### src/rtl/md5_msg_sequencer.sv
// MD5 front end: pads a 32-bit word stream, slices it into 512-bit blocks, chains state through the core.
// Latency: last beat accept -> pad cycles + 1 ISSUE + core time + 1 DONE -> DIGEST_VALID_OUT.
// Backpressure: MSG_READY_OUT drops while a block is padded, issued or in the core; beats offered then are held, not lost.
module md5_msg_sequencer #(
    parameter int LEN_W = 32
) (
    input  logic         PCLK_IN,
    input  logic         PRESET_IN,
    input  logic         MSG_VALID_IN,
    output logic         MSG_READY_OUT,
    input  logic [31:0]  MSG_DATA_IN,
    input  logic         MSG_LAST_IN,
    input  logic [2:0]   MSG_NBYTES_IN,
    output logic         CORE_START_OUT,
    output logic [511:0] CORE_BLOCK_OUT,
    output logic [127:0] CORE_IV_OUT,
    input  logic         CORE_DONE_IN,
    input  logic [127:0] CORE_DIGEST_IN,
    output logic [127:0] DIGEST_OUT,
    output logic         DIGEST_VALID_OUT,
    output logic         BUSY_OUT
);

    localparam logic [127:0] IV_INIT = {32'h10325476, 32'h98badcfe, 32'hefcdab89, 32'h67452301};

    typedef enum logic [2:0] {S_IDLE, S_LOAD, S_PAD, S_ISSUE, S_WAIT, S_DONE} state_t;

    state_t           state_q, state_d;
    logic [31:0]      blk_q [16];
    logic [4:0]       widx_q;
    logic [LEN_W-1:0] bytecnt_q;
    logic [127:0]     iv_q;
    logic [127:0]     digest_q;
    logic             msg_done_q;   // last beat of the message has been accepted
    logic             need80_q;     // 0x80 word still to be written by PAD
    logic             carry80_q;    // 0x80 word belongs at index 0 of the next block
    logic             spill_q;      // 0x80 landed at 14/15: this block is zero-filled, length goes in a fresh block
    logic             len_wr_q;     // current block carries the bit length (final block)

    logic             load_st;
    logic             accept;
    logic [2:0]       nb_eff;
    logic [31:0]      beat_word;
    logic [63:0]      bitlen;
    logic [31:0]      pad_word;
    logic [511:0]     blk_flat;
    logic             hold;

    // Beat acceptance, last-beat byte masking with the 0x80 marker, and PAD word selection
    always_comb begin
        load_st = (state_q == S_IDLE) || (state_q == S_LOAD);
        MSG_READY_OUT = load_st && !widx_q[4] && !PRESET_IN;
        accept  = MSG_VALID_IN && MSG_READY_OUT;
        nb_eff  = 3'd4;
        if (MSG_LAST_IN && (MSG_NBYTES_IN < 3'd4))
            nb_eff = MSG_NBYTES_IN;
        case (nb_eff)
            3'd0:    beat_word = 32'h0000_0080;
            3'd1:    beat_word = {16'h0000, 8'h80, MSG_DATA_IN[7:0]};
            3'd2:    beat_word = {8'h00, 8'h80, MSG_DATA_IN[15:0]};
            3'd3:    beat_word = {8'h80, MSG_DATA_IN[23:0]};
            default: beat_word = MSG_DATA_IN;
        endcase
        bitlen = 64'({bytecnt_q, 3'b000});
        if (need80_q)
            pad_word = 32'h0000_0080;
        else if (spill_q || (widx_q < 5'd14))
            pad_word = 32'h0000_0000;
        else if (!widx_q[0])
            pad_word = bitlen[31:0];
        else
            pad_word = bitlen[63:32];
    end

    // State register
    always_ff @(posedge PCLK_IN) begin
        if (PRESET_IN)
            state_q <= S_IDLE;
        else
            state_q <= state_d;
    end

    // Next-state logic
    always_comb begin
        state_d = state_q;
        case (state_q)
            S_IDLE, S_LOAD: begin
                if (accept) begin
                    if (widx_q == 5'd15)
                        state_d = S_ISSUE;
                    else if (MSG_LAST_IN)
                        state_d = S_PAD;
                    else
                        state_d = S_LOAD;
                end
            end
            S_PAD:   if (widx_q == 5'd15) state_d = S_ISSUE;
            S_ISSUE: state_d = S_WAIT;
            S_WAIT: begin
                if (CORE_DONE_IN) begin
                    if (!msg_done_q)
                        state_d = S_LOAD;
                    else if (len_wr_q)
                        state_d = S_DONE;
                    else
                        state_d = S_PAD;
                end
            end
            S_DONE:  state_d = S_IDLE;
            default: state_d = S_IDLE;
        endcase
    end

    // Block buffer, word index, byte counter, chaining state and padding flags
    always_ff @(posedge PCLK_IN) begin
        if (PRESET_IN) begin
            for (int i = 0; i < 16; i++)
                blk_q[i] <= 32'h0;
            widx_q     <= 5'd0;
            bytecnt_q  <= '0;
            iv_q       <= IV_INIT;
            digest_q   <= 128'h0;
            msg_done_q <= 1'b0;
            need80_q   <= 1'b0;
            carry80_q  <= 1'b0;
            spill_q    <= 1'b0;
            len_wr_q   <= 1'b0;
        end else begin
            case (state_q)
                S_IDLE, S_LOAD: begin
                    if (accept) begin
                        blk_q[widx_q[3:0]] <= beat_word;
                        widx_q <= widx_q + 5'd1;
                        if (state_q == S_IDLE) begin
                            iv_q      <= IV_INIT;
                            bytecnt_q <= LEN_W'(nb_eff);
                        end else begin
                            bytecnt_q <= bytecnt_q + LEN_W'(nb_eff);
                        end
                        if (MSG_LAST_IN) begin
                            msg_done_q <= 1'b1;
                            if (nb_eff == 3'd4) begin
                                if (widx_q == 5'd15)
                                    carry80_q <= 1'b1;
                                else
                                    need80_q <= 1'b1;
                            end else if (widx_q >= 5'd14) begin
                                spill_q <= 1'b1;
                            end
                        end
                    end
                end
                S_PAD: begin
                    blk_q[widx_q[3:0]] <= pad_word;
                    widx_q <= widx_q + 5'd1;
                    if (need80_q) begin
                        need80_q <= 1'b0;
                        if (widx_q >= 5'd14)
                            spill_q <= 1'b1;
                    end else if (!spill_q && (widx_q == 5'd15)) begin
                        len_wr_q <= 1'b1;
                    end
                end
                S_WAIT: begin
                    if (CORE_DONE_IN) begin
                        iv_q    <= CORE_DIGEST_IN;
                        spill_q <= 1'b0;
                        if (carry80_q) begin
                            blk_q[0]  <= 32'h0000_0080;
                            widx_q    <= 5'd1;
                            carry80_q <= 1'b0;
                        end else begin
                            widx_q <= 5'd0;
                        end
                        if (msg_done_q && len_wr_q)
                            digest_q <= CORE_DIGEST_IN;
                    end
                end
                S_DONE: begin
                    msg_done_q <= 1'b0;
                    len_wr_q   <= 1'b0;
                    widx_q     <= 5'd0;
                end
                default: ;
            endcase
        end
    end

    // Core and status outputs; block/IV shown only while the core owns them
    always_comb begin
        for (int i = 0; i < 16; i++)
            blk_flat[32*i +: 32] = blk_q[i];
        hold             = (state_q == S_ISSUE) || (state_q == S_WAIT);
        CORE_START_OUT   = (state_q == S_ISSUE);
        CORE_BLOCK_OUT   = hold ? blk_flat : 512'h0;
        CORE_IV_OUT      = hold ? iv_q : 128'h0;
        DIGEST_OUT       = digest_q;
        DIGEST_VALID_OUT = (state_q == S_DONE);
        BUSY_OUT         = (state_q != S_IDLE);
    end

endmodule
### config.mk
export PLATFORM = sky130hd
export DESIGN_NAME = md5_msg_sequencer
export DESIGN_NICKNAME = d
export VERILOG_FILES = /design/src/rtl/md5_msg_sequencer.sv
export SDC_FILE = /design/constraint.sdc
export NUM_CORES = 1
export LEC_CHECK = 0
export BUFFER_PORTS_ARGS = -buffer_cell sky130_fd_sc_hd__buf_2
export CORE_AREA = 2 2 369 371
export DETAILED_ROUTE_END_ITERATION = 6
export DIE_AREA = 0 0 371 373
export MAX_ROUTING_LAYER = met4
export PLACE_DENSITY = 0.53
export SLEW_MARGIN = 20
export SYNTH_ARGS = -nofsm -noshare
export SYNTH_HDL_FRONTEND = slang
export SYNTH_SLANG_ARGS = --single-unit
### constraint.sdc
create_clock -name PCLK_IN -period 4.8 [get_ports PCLK_IN]
set_input_delay 0.24 -clock PCLK_IN [delete_from_list [all_inputs] [get_ports PCLK_IN]]
set_output_delay 0.24 -clock PCLK_IN [all_outputs]
set_load 0.02 [all_outputs]
==> results of run 1 <==
-- how the worst max path moves through the flow --
stage	slack (ns)	start	cells after the start	endpoint
floorplan	2.13	state_q[0]	7	blk_q[0][0]
global placement	1.12	state_q[0]	8	blk_q[7][5]
detailed placement	1.07	state_q[0]	8	blk_q[7][6]
CTS	0.92	state_q[0]	6	CORE_BLOCK_OUT[487]
global route	0.78	state_q[0]	6	CORE_BLOCK_OUT[487]
finish	1.07	state_q[0]	6	CORE_BLOCK_OUT[487]
-- report_power, final --
| part | internal [mW] | switching (mW) | leakage [nW] |
|---|---|---|---|
| sequential | 7.60 | 0.0612 | 7.72 |
| clock | 4.11 | 3.03 | 1.48 |
| combinational | 0.283 | 0.730 | 9.72 |
| total | 12.0 | 3.82 | 18.9 |
-- cell usage in the layout, fill, tap and decap left out, types with 19 or more instances in the layout --
cell type / synthesis / layout
nand2_1: 387 / 378
a22oi_1: 94 / 65
o21ai_0: 27 / 27
and2_1: 642 / 642
a22oi_2: 0 / 29
o22ai_1: 65 / 65
buf_4: 0 / 75
dlygate4sd3_1: 0 / 133
clkbuf_1: 239 / 19
buf_2: 9 / 938
edfxtp_1: 512 / 512
nor2_1: 611 / 610
a21oi_1: 159 / 159
clkbuf_16: 0 / 95
dfxtp_1: 301 / 301
-- kinds of logic after synthesis --
family | count (synthesis) | share of synthesized area
AND/OR/NAND/NOR | 1727 | 0.250
buffers and inverters | 266 | 0.0304
flip-flops | 813 | 0.643
AO/OA/AOI/OAI | 377 | 0.0691
multiplexers | 3 | 0.000903
adder cells (fa/ha/maj) | 7 | 0.00263
XOR/XNOR | 12 | 0.00316
-- critical path: stages, from the launching register on --
cell	delay [ns]
dfxtp_1	0.68
nand2_1	0.08
or2_2	0.34
nand2_4	0.51
buf_4	0.70
and2_1	0.28
buf_2	0.18
-- metal layers --
metal	part of all wire	vias to the layer above
li1	-	12700
met1	0.41	13200
met2	0.48	1181
met3	0.065	227
met4	0.046	0
met5	0	-
-- area by class of cell --
| cell class | count | area [sq um] |
|---|---|---|
| Tap cell | 1781 | 2230 |
| Clock buffer | 123 | 2570 |
| Antenna cell | 5 | 12.5 |
| Timing Repair Buffer | 1155 | 6770 |
| Multi-Input combinational cell | 2126 | 11100 |
| Inverter | 12 | 47.5 |
| Fill cell | 13800 | 90000 |
| Clock inverter | 44 | 450 |
| Sequential cell | 813 | 21400 |
-- repair_timing --
| action | 4_1_cts | 5_1_grt |
|---|---|---|
| gates resized for setup | 0 | 0 |
| setup buffers | 0 | 0 |
| hold endpoints to repair | 265 | 0 |
| hold buffers | 133 | 0 |
-- stage by stage --
| step | setup WS, ns | instances | hold WS, ns |
|---|---|---|---|
| after floorplan | 2.13 | 3205 | 0.376 |
| after global placement | 1.12 | 5753 | 0.439 |
| after detailed placement | 1.07 | 5753 | 0.443 |
| after CTS | 0.921 | 6053 | 0.0229 |
| after global routing | 0.780 | 6059 | 0.0974 |
| final | 1.07 | 6059 | 0.114 |
-- registers in the layout, indices dropped and copies added, names as in the netlist --
register / cells
blk_q: 512
iv_q: 128
bytecnt_q: 32
msg_done_q: 1
carry80_q: 1
widx_q: 5
need80_q: 1
spill_q: 1
len_wr_q: 1
DIGEST_OUT: 128
state_q: 3
==> results.tsv, run 1 <==
stage	metric	value	unit
status	status	finished, final reports clean	
cells_and_area	Final nets	4374	
logic_synthesis	share of the synthesized area in the top cell type	0.462	
logic_synthesis	Synth async-reset ratio	0	
logic_synthesis	most instantiated cells after synthesis	and2_1 (642), nor2_1 (611), edfxtp_1 (512)	
worst_hold_path	hold path depth	4	
job	Max-cap violations	0	
clocking	clock latency on the worst-skew pair	0.68	ns
floorplanning	I/O pin count	940	
drt	DRC viols	0	
global_route	grt peak-use layer	met2	
logic_synthesis	Primary FF master, synth	edfxtp_1	
logic_synthesis	Mean Syn Cell Area	10.4	sq um
worst_setup_path	worst reg2reg endpoint	blk_q[7][12]	
worst_setup_path	R2R Path Start	state_q[0]	
clocking	CTS Buffer Depth	3	
drt	DR vias/cell	4.51	
timing	count of final max-slew check failures	0	
drt	drt wl/cell	22.3	um
drt	initial DRC count	2345	
worst_hold_path	Worst Min Path Start	MSG_NBYTES_IN[2]	
timing	period utilization	0.776	
worst_setup_path	kind of critical path	register to primary output	
logic_synthesis	Post-synth EDFFs	512	
logic_synthesis	Synthesized Nets	3380	
global_route	grt met3 use	0.0337	
drt	routed wire length	135000	um
worst_setup_path	Worst R2R Path Depth	8	
timing	Least-Margin Pin Slew	1.01	ns
floorplanning	Die Wd	371	um
global_route	GRT met2 Usage	0.314	
power_and_ir_drop	Peak VDD IR	296	uV
worst_setup_path	Critical Path RT	4.56	ns
global_route	met1 usage	0.232	
drt	via count	27300	
placed_design	Post-DP HPWL	92700	um
global_route	GRT overflow	0	
logic_synthesis	FF+latch count, synth	813	
worst_hold_path	Worst Hold Endpoint	carry80_q	
clocking	Max H-tree Level	3	
logic_synthesis	synth top area cells	edfxtp_1 (46%), dfxtp_1 (18%), and2_1 (12%)	
clocking	CTS Buf Count	91	
clocking	CTS tree	done	
timing	Final Critical Period	3.73	ns
floorplanning	Placement Rows	135	
cells_and_area	share of layout cells above drive strength 1	0.283	
power_and_ir_drop	leakage power	18.9	nW
placed_design	routability congestion estimate	0.845	
global_route	global-route wire length before repair	189000	um
global_route	number of global-route vias before repair	26500	
clocking	# clock sinks	813	
worst_setup_path	worst-path maximum fanout	93	
worst_setup_path	setup slack, reg-to-reg	1.10	ns
worst_setup_path	Setup crit end kind	primary output	
timing	Worst Skew	0.0354	ns
cells_and_area	Finished Cell Area	44600	sq um
timing	Setup violations, final	0	
logic_synthesis	Synth Instances	3205	
placed_design	number of port buffers	939	
floorplanning	Die Ht	373	um
logic_synthesis	sequential fraction of the synthesis area	0.643	
global_route	initial antenna violation count	8	
timing	Setup TNS	0	ns
timing	Fmax	0.268	GHz
drt	1st-pass router iterations	5	
logic_synthesis	cell with the most instances after synthesis	and2_1	
global_route	GRT Overall Usage	0.193	
clocking	Root Driver	clkbuf_16	
floorplanning	die area	138000	sq um
logic_synthesis	mapped cell area	33300	sq um
cells_and_area	area grow syn2layout	34.1	%
logic_synthesis	Netlist cell types	50	
placed_design	Placed Area	40200	sq um
worst_setup_path	crit path DAT	3.49	ns
logic_synthesis	dominant cell type by area after synthesis	edfxtp_1	
worst_setup_path	startpoint types	register	
drt	DRT antenna net count	0	
timing	final hold vios	0	
timing	slew margin rel.	0.325	
timing	RSZ-0062 raised after global routing	no	
floorplanning	core footprint	135000	sq um
clocking	clock-pin slew on the worst setup and hold paths	0.06	ns
worst_hold_path	worst hold path type	input port to register	
logic_synthesis	Syn. warnings	0	
power_and_ir_drop	Power Dens Cells	354	nW/um^2
power_and_ir_drop	Final Power	15.8	mW
cells_and_area	Final Util	0.331	
global_route	largest net degree at the start of global routing	139	
floorplanning	starting density of the core	0.247	
Note: power is estimated with default switching activity, not from simulation.
==> run 2: changes to the inputs <==
==> constraint.sdc (replaced) <==
create_clock -name PCLK_IN -period 3.5 [get_ports PCLK_IN]
set_input_delay 0.175 -clock PCLK_IN [delete_from_list [all_inputs] [get_ports PCLK_IN]]
set_output_delay 0.175 -clock PCLK_IN [all_outputs]
set_load 0.02 [all_outputs]
==> run 2 against run 1 <==
  * Final area up 1.0%
  * Cell count up 0.79%
  * Via count up 1.2%
  * Global-route usage up 0.24 points
  * Core utilization up 0.34 points
  * First-iteration DRC count down 5.8%
  * Setup slack worse by 0.70 ns
  * Wire length up 0.45%
  * Critical path type unchanged
  * Highest routed layer unchanged
==> results.tsv, run 2 (same netlist as run 1, synthesis figures left out) <==
stage	metric	value	unit	change
status	status	finished, final reports clean		
cells_and_area	Layout fillers	13800		-0.14%
global_route	GRT met2 Usage	0.324		+0.00993
placed_design	Post-DP HPWL	95000	um	+2.5%
global_route	global-route wire length before repair	192000	um	+1.7%
global_route	grt met3 use	0.0311		-0.00259
clocking	Root Driver	clkbuf_16		
global_route	GRT Overall Usage	0.195		+0.00241
worst_setup_path	Critical Path RT	3.32	ns	-1.24 ns
drt	1st-pass router iterations	5		unchanged
worst_setup_path	startpoint types	register		
worst_hold_path	worst hold path type	input port to register		
timing	WHS	0.0816	ns	-0.0322 ns
timing	setup slack after layout	0.371	ns	-0.703 ns
cells_and_area	commonest cells after routing, fill and taps aside	buf_2 (938), and2_1 (642), nor2_1 (610), edfxtp_1 (512), nand2_1 (378)		
power_and_ir_drop	Peak VDD IR	388	uV	+31%
clocking	CTS Buf Count	92		+1.1%
drt	initial DRC count	2209		-5.8%
worst_setup_path	CP delay by family, top	buffers and inverters		
cells_and_area	leading cell type in the layout, fill and taps excluded	buf_2		
floorplanning	Placement Rows	135		unchanged
worst_setup_path	Max stage delay on crit path	0.61	ns	-0.09 ns
floorplanning	core footprint	135000	sq um	unchanged
clocking	CTS tree	done		
global_route	met1 usage	0.236		+0.00446
cells_and_area	register with the most flip-flops	blk_q		
clocking	clock-pin slew on the worst setup and hold paths	0.06	ns	about the same
global_route	number of global-route vias before repair	26700		+0.70%
worst_setup_path	crit path DAT	2.95	ns	-0.54 ns
worst_setup_path	worst path cell trace	nand2_1, or2_2, nand2_4, buf_12, buf_4, and2_1, buf_2		
timing	Setup TNS	0	ns	unchanged
cells_and_area	Register Area	21400	sq um	about the same
global_route	largest net degree at the start of global routing	129		-7.2%
global_route	grt peak-use layer	met2		
worst_setup_path	Setup crit end kind	primary output		
power_and_ir_drop	leakage power	19.2	nW	+1.3%
cells_and_area	Finished Cell Area	45100	sq um	+1.0%
cells_and_area	area grow syn2layout	35.5	%	
placed_design	pre-CTS worst setup slack	0.106	ns	-0.968 ns
timing	period utilization	0.894		
worst_setup_path	worst-path maximum fanout	56		-40%
worst_setup_path	CP max-delay cell	dfxtp_1		
clocking	clock latency on the worst-skew pair	0.70	ns	+0.02 ns
timing	Worst Skew	0.0478	ns	+0.0124 ns
cells_and_area	share of layout cells above drive strength 1	0.291		+0.00770
timing	Final Critical Period	3.13	ns	
timing	final hold vios	0		unchanged
global_route	initial antenna violation count	13		+5
floorplanning	Die Ht	373	um	unchanged
placed_design	placed insts	5792		+0.68%
timing	slew margin rel.	0.321		-0.00360
cells_and_area	Largest register FFs	512		unchanged
clocking	CTS Buffer Depth	3		unchanged
placed_design	number of port buffers	939		unchanged
cells_and_area	Multi-input gate area	11100	sq um	about the same
cells_and_area	Final Util	0.335		+0.00339
timing	Least-Margin Pin Slew	1.01	ns	-0.00169 ns
timing	RSZ-0062 raised after global routing	no		
timing	Fmax	0.320	GHz	
drt	via count	27700		+1.2%
global_route	GRT overflow	0		unchanged
floorplanning	die area	138000	sq um	unchanged
drt	DRC viols	0		unchanged
drt	DR vias/cell	4.53		+0.37%
drt	drt wl/cell	22.2	um	-0.34%
floorplanning	Die Wd	371	um	unchanged
timing	count of final max-slew check failures	0		unchanged
floorplanning	starting density of the core	0.247		unchanged
placed_design	Placed Area	40600	sq um	+0.85%
job	Max-cap violations	0		unchanged
cells_and_area	Final nets	4416		+0.96%
power_and_ir_drop	Power Dens Cells	486	nW/um^2	+37%
timing	Setup violations, final	0		unchanged
clocking	# clock sinks	813		unchanged
worst_setup_path	setup slack, reg-to-reg	0.47	ns	-0.63 ns
worst_setup_path	buffer and inverter count on the worst path	3		+1
drt	routed wire length	136000	um	+0.45%
clocking	Max H-tree Level	3		unchanged
drt	DRT antenna net count	0		unchanged
cells_and_area	Layout Cells excl Fill	6107		+0.79%
power_and_ir_drop	Final Power	21.9	mW	+39%
floorplanning	I/O pin count	940		unchanged
worst_setup_path	kind of critical path	register to primary output		
placed_design	routability congestion estimate	0.848		+0.32%
-- run 2: where the power goes --
group | internal [mW] | switching (mW)
registers | 10.4 | 0.0802
clock network | 5.79 | 4.20
logic | 0.415 | 1.02
-- run 2: layer usage --
metal | up-vias | wire, um
li1 | 12800 | -
met1 | 13500 | 55400
met2 | 1149 | 67000
met3 | 200 | 8320
met4 | 0 | 5130
met5 | - | 0
-- run 2: final cells by class --
class                      count  share of cell area
antenna                        8            0.000444
clock buffer                 116              0.0547
clock inverter                55              0.0146
inverter                      12             0.00106
multi-input combinational   2126               0.247
sequential                   813               0.475
tap                         1781              0.0495
timing repair buffer        1196               0.158
-- run 2: timing repair --
item	CTS	global route
hold buffers	136	0
setup endpoints to repair	0	32
buffers inserted	0	0
resized for setup	0	2
hold endpoints to repair	275	0
-- run 2: worst register-to-register path: cells and delay by family (launching register included) --
| kind | cells | cell delay, ns |
|---|---|---|
| AOI/OAI and AO/OA | 1 | 0.40 |
| buffers and inverters | 1 | 0.43 |
| DFF | 1 | 0.61 |
| and+or+nand+nor | 4 | 1.22 |
-- run 2: worst paths after layout --
check / startpoint / end / depth (start not counted)
min reg2reg: DIGEST_OUT[108] / DIGEST_OUT[108] / 2
max: state_q[1] / CORE_BLOCK_OUT[373] / 7
max reg2reg: state_q[1] / blk_q[9][29] / 6
min: MSG_DATA_IN[5] / blk_q[0][5] / 4
